### config.mk
export PLATFORM = sky130hd
export DESIGN_NAME = timer_ctrl_flat
export DESIGN_NICKNAME = d
export VERILOG_FILES = /design/src/rtl/timer_ctrl_if.sv /design/src/rtl/timer_ctrl.sv /design/src/flat_wrapper.sv
export SDC_FILE = /design/constraint.sdc
export NUM_CORES = 1
export LEC_CHECK = 0
export ABC_AREA = 1
export CORE_AREA = 10 10 47 49
export CTS_CLUSTER_DIAMETER = 30
export DETAILED_ROUTE_END_ITERATION = 8
export DIE_AREA = 0 0 57 59
export DONT_BUFFER_PORTS = 1
export PLACE_DENSITY = 0.4
export SLEW_MARGIN = 20
export SYNTH_ARGS = -nofsm -noshare
export SYNTH_HDL_FRONTEND = slang
export SYNTH_SLANG_ARGS = --single-unit
### constraint.sdc
create_clock -name clock -period 1.4 [get_ports clock]
set_input_delay 0.21 -clock clock [delete_from_list [all_inputs] [get_ports clock]]
set_output_delay 0.21 -clock clock [all_outputs]
set_load 0.01 [all_outputs]
### src/rtl/timer_ctrl_if.sv
// Control/status bundle between the countdown sequencer and its 4-digit counter chain.
interface timer_ctrl_if;
  logic       load_req;
  logic       start;
  logic       stop;
  logic       abort;
  logic       tick;
  logic [3:0] dig_tc;
  logic       dig_loadn;
  logic       dig_clrn;
  logic [3:0] dig_en;
  logic [2:0] state;
  logic       busy;
  logic       done;
  logic       alarm;

  modport slave (
    input  load_req, start, stop, abort, tick, dig_tc,
    output dig_loadn, dig_clrn, dig_en, state, busy, done, alarm
  );
  modport master (
    output load_req, start, stop, abort, tick, dig_tc,
    input  dig_loadn, dig_clrn, dig_en, state, busy, done, alarm
  );
endinterface

### src/rtl/timer_ctrl.sv
// Countdown sequencer for a 4-digit down-counter chain (digit 0 = LSD).
// Optional macro TIMER_CTRL_AUTORELOAD_EN: on reaching zero, reload the preset and restart.
module timer_ctrl (
  input  logic        clock,
  input  logic        clr,
  timer_ctrl_if.slave bus
);
  typedef enum logic [2:0] {
    S_IDLE  = 3'd0,
    S_LOAD  = 3'd1,
    S_RUN   = 3'd2,
    S_PAUSE = 3'd3,
    S_DONE  = 3'd4
  } state_t;

  state_t     r_state, w_next;
  logic       r_done, r_alarm;
  logic       w_loadn, w_clrn;
  logic [3:0] w_en;
  logic       w_zero;
`ifdef TIMER_CTRL_AUTORELOAD_EN
  logic       r_reload, w_reload;
`endif

  assign w_zero = (bus.dig_tc == 4'b1111);

  always_comb begin
    w_next  = r_state;
    w_en    = 4'b0000;
    w_loadn = 1'b1;
    w_clrn  = 1'b1;
`ifdef TIMER_CTRL_AUTORELOAD_EN
    w_reload = 1'b0;
`endif
    if (clr) begin
      w_next = S_IDLE;
      w_clrn = 1'b0;
    end else if (bus.abort) begin
      w_next = S_IDLE;
      w_clrn = 1'b0;
    end else begin
      case (r_state)
        S_IDLE: begin
          if (bus.load_req)               w_next = S_LOAD;
          else if (bus.start && !w_zero)  w_next = S_RUN;
        end
        S_LOAD: begin
          w_loadn = 1'b0;
          w_en    = 4'b1111;
`ifdef TIMER_CTRL_AUTORELOAD_EN
          w_next  = r_reload ? S_RUN : S_IDLE;
`else
          w_next  = S_IDLE;
`endif
        end
        S_RUN: begin
          if (bus.stop) begin
            w_next = S_PAUSE;
          end else if (bus.tick) begin
            if (w_zero) begin
              w_next = S_DONE;
            end else begin
              // Borrow ripples up only through digits that are already zero.
              w_en = {&bus.dig_tc[2:0], &bus.dig_tc[1:0], bus.dig_tc[0], 1'b1};
            end
          end
        end
        S_PAUSE: begin
          if (bus.start) w_next = S_RUN;
        end
        S_DONE: begin
`ifdef TIMER_CTRL_AUTORELOAD_EN
          w_next   = S_LOAD;
          w_reload = 1'b1;
`else
          if (bus.start) w_next = S_IDLE;
`endif
        end
        default: w_next = S_IDLE;
      endcase
    end
  end

  always_ff @(posedge clock) begin
    if (clr) begin
      r_state <= S_IDLE;
      r_done  <= 1'b0;
      r_alarm <= 1'b0;
    end else begin
      r_state <= w_next;
      r_done  <= (w_next == S_DONE) && (r_state != S_DONE);
      r_alarm <= (w_next == S_DONE);
    end
  end

`ifdef TIMER_CTRL_AUTORELOAD_EN
  always_ff @(posedge clock) begin
    if (clr) r_reload <= 1'b0;
    else     r_reload <= w_reload;
  end
`endif

  assign bus.state     = r_state;
  assign bus.done      = r_done;
  assign bus.alarm     = r_alarm;
  assign bus.dig_en    = w_en;
  assign bus.dig_loadn = w_loadn;
  assign bus.dig_clrn  = w_clrn;
  assign bus.busy      = (r_state == S_RUN) || (r_state == S_PAUSE);
endmodule

### src/flat_wrapper.sv
// flat-port wrapper written by rule: the top's interface ports become plain ports
module timer_ctrl_flat 
  (clock, clr, bus_load_req, bus_start, bus_stop, bus_abort, bus_tick, bus_dig_tc, bus_dig_loadn, bus_dig_clrn, bus_dig_en, bus_state, bus_busy, bus_done, bus_alarm);
  timer_ctrl_if bus_i ();
  input  logic clock;
  input  logic clr;
  input wire logic [$bits(bus_i.load_req)-1:0] bus_load_req;
  input wire logic [$bits(bus_i.start)-1:0] bus_start;
  input wire logic [$bits(bus_i.stop)-1:0] bus_stop;
  input wire logic [$bits(bus_i.abort)-1:0] bus_abort;
  input wire logic [$bits(bus_i.tick)-1:0] bus_tick;
  input wire logic [$bits(bus_i.dig_tc)-1:0] bus_dig_tc;
  output wire logic [$bits(bus_i.dig_loadn)-1:0] bus_dig_loadn;
  output wire logic [$bits(bus_i.dig_clrn)-1:0] bus_dig_clrn;
  output wire logic [$bits(bus_i.dig_en)-1:0] bus_dig_en;
  output wire logic [$bits(bus_i.state)-1:0] bus_state;
  output wire logic [$bits(bus_i.busy)-1:0] bus_busy;
  output wire logic [$bits(bus_i.done)-1:0] bus_done;
  output wire logic [$bits(bus_i.alarm)-1:0] bus_alarm;
  assign bus_i.load_req = bus_load_req;
  assign bus_i.start = bus_start;
  assign bus_i.stop = bus_stop;
  assign bus_i.abort = bus_abort;
  assign bus_i.tick = bus_tick;
  assign bus_i.dig_tc = bus_dig_tc;
  assign bus_dig_loadn = bus_i.dig_loadn;
  assign bus_dig_clrn = bus_i.dig_clrn;
  assign bus_dig_en = bus_i.dig_en;
  assign bus_state = bus_i.state;
  assign bus_busy = bus_i.busy;
  assign bus_done = bus_i.done;
  assign bus_alarm = bus_i.alarm;
  timer_ctrl u_core (.clock(clock), .clr(clr), .bus(bus_i));
endmodule
==> results of run 1 <==
final timing paths:
kind | from | endpoint | slack [ns] | cells after the start
setup reg to reg | u_core.bus.state[2]$_SDFF_PP0_ | u_core.bus.done$_SDFF_PP0_ | 0.19 | 6
setup / recovery | u_core.bus.state[0]$_SDFF_PP0_ | bus_dig_en[3] | 0.002 | 5
hold reg to reg | u_core.bus.state[0]$_SDFF_PP0_ | u_core.bus.state[0]$_SDFF_PP0_ | 0.60 | 3
hold / removal | bus_load_req | u_core.bus.state[1]$_SDFF_PP0_ | 0.14 | 3
cell usage after synthesis (all sizes together):
master and number:
nand4 3, a31oi 1, nor2 8, o21ai 2, a21oi 4, inv 9
nor3 3, nand2 13, nand3 6, dfxtp 5
registers in the layout, summed over array words and instances (netlist names):
register	count
u_core.bus.alarm	1
u_core.bus.done	1
u_core.bus.state	3
metal layers:
| metal | share of wire | vias up | wire length (um) |
|---|---|---|---|
| li1 | - | 206 | - |
| met3 | 0.19 | 0 | 217 |
| met4 | 0 | 0 | 0 |
| met5 | 0 | - | 0 |
| met1 | 0.36 | 166 | 402 |
| met2 | 0.45 | 20 | 505 |
stage by stage:
stage,util,power [uW],cell area (um2)
after floorplan,-,192,348
after global placement,0.300,214,420
after detailed placement,0.300,213,420
after CTS,0.338,395,473
after global routing,0.356,420,499
final,0.356,391,499
cells by family (layout without fill, tap and decap cells):
logic type,after synthesis,in the layout,synth area share
simple gates,33,33,0.489
buf+inv,9,20,0.0971
compound gates,7,7,0.126
flops,5,5,0.288
critical path: stages (launching register included):
cell     delay (ns)
dfxtp_4        0.35
nor2_2         0.18
nand2_4        0.08
nor2_2         0.13
nand3_1        0.10
nand2_2        0.10
report_power, final:
group / internal, uW / switching, uW
sequential: 143 / 3.84
combinational: 27.4 / 43.4
clock: 108 / 64.3
total: 279 / 112
timing repair:
| item | in CTS | in global routing |
|---|---|---|
| resized for setup | 7 | 9 |
| pin swaps | 2 | 2 |
| endpoints found under the setup margin | 5 | 5 |
| gates cloned | 0 | 0 |
final cells by class:
cell class,count,area (um2),area share
Clock buffer,4,26.3,0.0526
Timing Repair Buffer,7,56.3,0.113
Tap cell,16,20.0,0.0401
Sequential cell,5,108,0.216
Multi-Input combinational cell,40,250,0.501
Inverter,9,38.8,0.0777
==> impl_metrics.py, run 1 <==
metrics = {
    "timing": {
        "max_slew.worst_pin.slew_ns": 0.325,
        "finalHoldViolCount": 0,
        "fin_ws_ns": 0.00192,
        "fin_crit_sh": 0.999,
        "holdWs_ns": 0.142,
        "achievable-frequency_mhz": 715,
        "fin_crit_ns": 1.40,
        "relSlewSlack": 0.783,
        "slew_viol_final": 0,
        "tns_ns": 0,
        "rsz0062_at_grt": "yes",
        "setup_viol": 0,
        "skew_ns": 0.00102,
    },
    "layout": {
        "mostFrequentLayoutCells": "10 x nand2_1, 6 x inv_1, 6 x buf_4",
        "n_antenna_cell": 0,
        "drive_gt1_frac": 0.400,
        "nets": 77,
        "stdcell_count": 81,
        "nFillCells": 161,
        "synthToLayoutAreaGrowth_pct": 43.5,
        "final_common_cell": "nand2_1",
    },
    "synth": {
        "synth_area_leaders": "dfxtp_1 29%, nand2_1 12%, inv_1 8.6%",
        "synthesis.area_um2": 348,
        "yosysTopAreaCell": "dfxtp_1",
        "synthCells": 54,
        "seq_area_frac_synth": 0.288,
        "yosysUniqueCellTypes": 18,
        "synth_area_per_cell_um2": 6.44,
        "yosys_warnings": 0,
        "ys_ff_latch": 5,
        "synth.net_count": 65,
        "yosysTopAreaCellShare": 0.288,
    },
    "status": {
        "status": "finished clean",
    },
    "global_route": {
        "grtUsageMet3": 0.0601,
        "grt_overflow_total": 0,
        "grt_pass1_vias": 440,
        "grt_usage": 0.0723,
        "gr-usage-met2": 0.112,
        "busiest_layer": "met2",
        "grt_pass1_wl_um": 1960,
        "grt.met1_usage": 0.0693,
        "grt_max_degree": 6,
        "antenna_found_initial": 0,
    },
    "placement": {
        "place_inst": 77,
        "io_buffer_count": 0,
        "dp_slack_ns": 0.126,
        "dpl.hpwl_um": 953,
        "gp_congestion": 0.764,
    },
    "die": {
        "pin_count": 23,
        "placementRows": 14,
        "die_h_um": 59,
        "start_util": 0.248,
        "die_x_um": 57,
        "die-area_um2": 3360,
        "core_um2": 1400,
    },
    "cts": {
        "cts_buffers": 3,
        "hold_buffers": 0,
        "cts_sinks": 5,
        "clockBufferDepth": 2,
        "cts_tree": "built",
        "clkTransAtPathRegs_ns": 0.05,
        "insertion_delay_ns": 0.24,
        "cts_root_buf": "clkbuf_4",
        "post-cts-setup-buffers": 0,
        "h-tree-depth": 1,
    },
    "route": {
        "drc": 0,
        "ant_nets": 0,
        "vias": 392,
        "drt-total-wl_um": 1130,
        "firstDrtPassIters": 4,
        "first_iter_violations": 1,
        "vias_per_cell": 4.84,
        "wl_per_cell_um": 13.9,
    },
    "setup_path": {
        "crit_fanout": 3,
        "required_ns": 1.19,
        "cp.arrival_ns": 1.19,
        "path_class": "reg -> out",
        "cp-end-kind": "primary output",
        "start_kind": "flop",
    },
    "job": {
        "cap_viol_max_count": 0,
    },
    "power": {
        "ir_drop_mv": 0.448,
        "cellLeakagePower_uw": 0.000230,
        "power.density_nw_per_um2": 782,
    },
    "worst_hold_path": {
        "hold_class": "in -> reg",
    },
}
Power figures use the tool's default switching activity.
==> run 2: changes to the inputs <==
- MAX_ROUTING_LAYER: unset -> met4
==> run 2 against run 1 <==
Against the previous run:
- critical path depth stayed put
- fmax hardly changed
- via count is 0.51% higher
==> impl_metrics.py, run 2 (synthesized netlist as in run 1, its figures left out) <==
metrics = {
    "status": {
        "status": "finished clean",
    },
    "setup_path": {
        "r2r_end": "u_core.bus.done$_SDFF_PP0_",
        "max_stage_delay_ns": 0.35,
        "crit_chain": "nor2_2, nand2_4, nor2_2, nand3_1, nand2_2",
        "cpMostUsedCell": "nor2_2",
        "r2r_cells": 6,
        "path_class": "reg -> out",
        "crit_slowest_cell": "dfxtp_4",
        "cp.arrival_ns": 1.19,
        "cp-end-kind": "primary output",
        "critPathLaunch": "u_core.bus.state[0]$_SDFF_PP0_",
        "setup.worst_path.end": "bus_dig_en[3]",
        "r2r-start": "u_core.bus.state[2]$_SDFF_PP0_",
        "crit_fanout": 3,
        "r2r_slack_ns": 0.19,
        "start_kind": "flop",
        "required_ns": 1.19,
    },
    "cts": {
        "clkTransAtPathRegs_ns": 0.05,
        "insertion_delay_ns": 0.24,
        "cts_buffers": 3,
        "cts_root_buf": "clkbuf_4",
        "cts_sinks": 5,
        "post-cts-setup-buffers": 0,
        "clockBufferDepth": 2,
        "h-tree-depth": 1,
        "hold_buffers": 0,
        "cts_tree": "built",
    },
    "layout": {
        "drive_gt1_frac": 0.400,
        "synthToLayoutAreaGrowth_pct": 43.5,
        "mostFrequentLayoutCells": "10 x nand2_1, 6 x inv_1, 6 x buf_4",
        "nets": 77,
        "finalInstanceArea_um2": 499,
        "n_antenna_cell": 0,
        "final_common_cell": "nand2_1",
        "stdcell_count": 81,
        "largest_register_ff_count": 3,
    },
    "placement": {
        "gp_congestion": 0.774,
        "dpl.hpwl_um": 953,
        "placed_area_um2": 420,
        "dp_slack_ns": 0.126,
        "place_inst": 77,
        "io_buffer_count": 0,
    },
    "die": {
        "placementRows": 14,
        "core_um2": 1400,
        "die_x_um": 57,
        "pin_count": 23,
        "die_h_um": 59,
        "die-area_um2": 3360,
        "start_util": 0.248,
    },
    "worst_hold_path": {
        "hold_class": "in -> reg",
    },
    "global_route": {
        "grt_pass1_wl_um": 1960,
        "grt_usage": 0.0744,
        "grt_max_degree": 6,
        "grt_overflow_total": 0,
        "antenna_found_initial": 0,
        "grt_pass1_vias": 442,
    },
    "power": {
        "power_frac_seq": 0.377,
        "p_int_uw": 279,
        "combPwrFrac": 0.181,
        "clkPwrFrac": 0.442,
        "switching_share": 0.286,
        "cellLeakagePower_uw": 0.000230,
        "ir_drop_mv": 0.447,
        "power.density_nw_per_um2": 782,
        "switching_power_uw": 112,
        "p_total_uw": 391,
    },
    "job": {
        "cap_viol_max_count": 0,
    },
    "route": {
        "vias": 394,
        "ant_nets": 0,
        "drc": 0,
        "wl_per_cell_um": 13.9,
        "first_iter_violations": 2,
        "drt-total-wl_um": 1130,
        "firstDrtPassIters": 4,
        "vias_per_cell": 4.86,
    },
    "timing": {
        "relSlewSlack": 0.783,
        "fin_ws_ns": 0.00188,
        "max_slew.worst_pin.slew_ns": 0.325,
        "rsz0062_at_grt": "yes",
        "achievable-frequency_mhz": 715,
        "holdWs_ns": 0.143,
        "skew_ns": 0.00220,
        "fin_crit_ns": 1.40,
        "finalHoldViolCount": 0,
        "setup_viol": 0,
        "slew_viol_final": 0,
        "fin_crit_sh": 0.999,
    },
}
==> run 2: cell counts in the layout (fill, tap and decap cells not counted) <==
Identical to the previous run, type by type.
==> run 2: worst min-delay path by stage <==
stage	startpoint	end	slack [ns]	depth (start not counted)
6_report	bus_load_req	u_core.bus.state[1]$_SDFF_PP0_	0.14	3
5_1_grt	bus_stop	u_core.bus.state[0]$_SDFF_PP0_	0.13	2
4_1_cts	bus_load_req	u_core.bus.state[1]$_SDFF_PP0_	0.14	3
3_5_place_dp	bus_load_req	u_core.bus.state[1]$_SDFF_PP0_	0.40	3
3_3_place_gp	bus_stop	u_core.bus.state[0]$_SDFF_PP0_	0.41	2
2_1_floorplan	bus_load_req	u_core.bus.state[1]$_SDFF_PP0_	0.39	3
==> run 2: final cells by class <==
class                      count  area (um2)
fill                         161         902
multi-input combinational     40         250
sequential                     5         108
timing repair buffer           7        56.3
inverter                       9        38.8
clock buffer                   4        26.3
tap                           16        20.0
==> run 2: per-layer routing <==
layer	wire, um	GRT usage	part of all wire	vias to the layer above
li1	-	-	-	205
met1	426	0.0741	0.38	169
met2	505	0.112	0.45	20
met3	196	0.0515	0.17	0
met4	0	0.0302	0	0
met5	0	-	0	-
==> run 2: timing repair <==
item                       in CTS  in global routing
pin swaps                       2                  2
gates cloned                    0                  0
hold endpoints to repair        0                  0
gates resized for setup         7                  9
setup endpoints to repair       5                  5
==> run 2: critical path, delay by kind of cell (launching register included) <==
family           cells  cell delay [ns]
and+or+nand+nor      5             0.59
DFF                  1             0.35
==> run 2: stage by stage <==
stage / setup TNS [ns] / util
4_1_cts: -0.000986 / 0.338
2_1_floorplan: 0 / -
5_1_grt: -0.285 / 0.356
6_report: 0 / 0.356
3_3_place_gp: 0 / 0.300
3_5_place_dp: 0 / 0.300
==> run 2: power by group through the flow <==
| stage | Sequential [uW] | Clock [uW] | Combinational, uW |
|---|---|---|---|
| 3_5_place_dp | 150 | 0 | 62.7 |
| 3_3_place_gp | 150 | 0 | 64.4 |
| 2_1_floorplan | 152 | 0 | 40.3 |
| 4_1_cts | 148 | 180 | 67.4 |
| 5_1_grt | 148 | 192 | 80.0 |
| 6_report | 147 | 173 | 70.8 |
==> run 3: changes to the inputs <==
- CAP_MARGIN: unset -> 20
==> results of run 3 <==
Same layout as run 2: the final DEF is identical, and so are final timing and power.
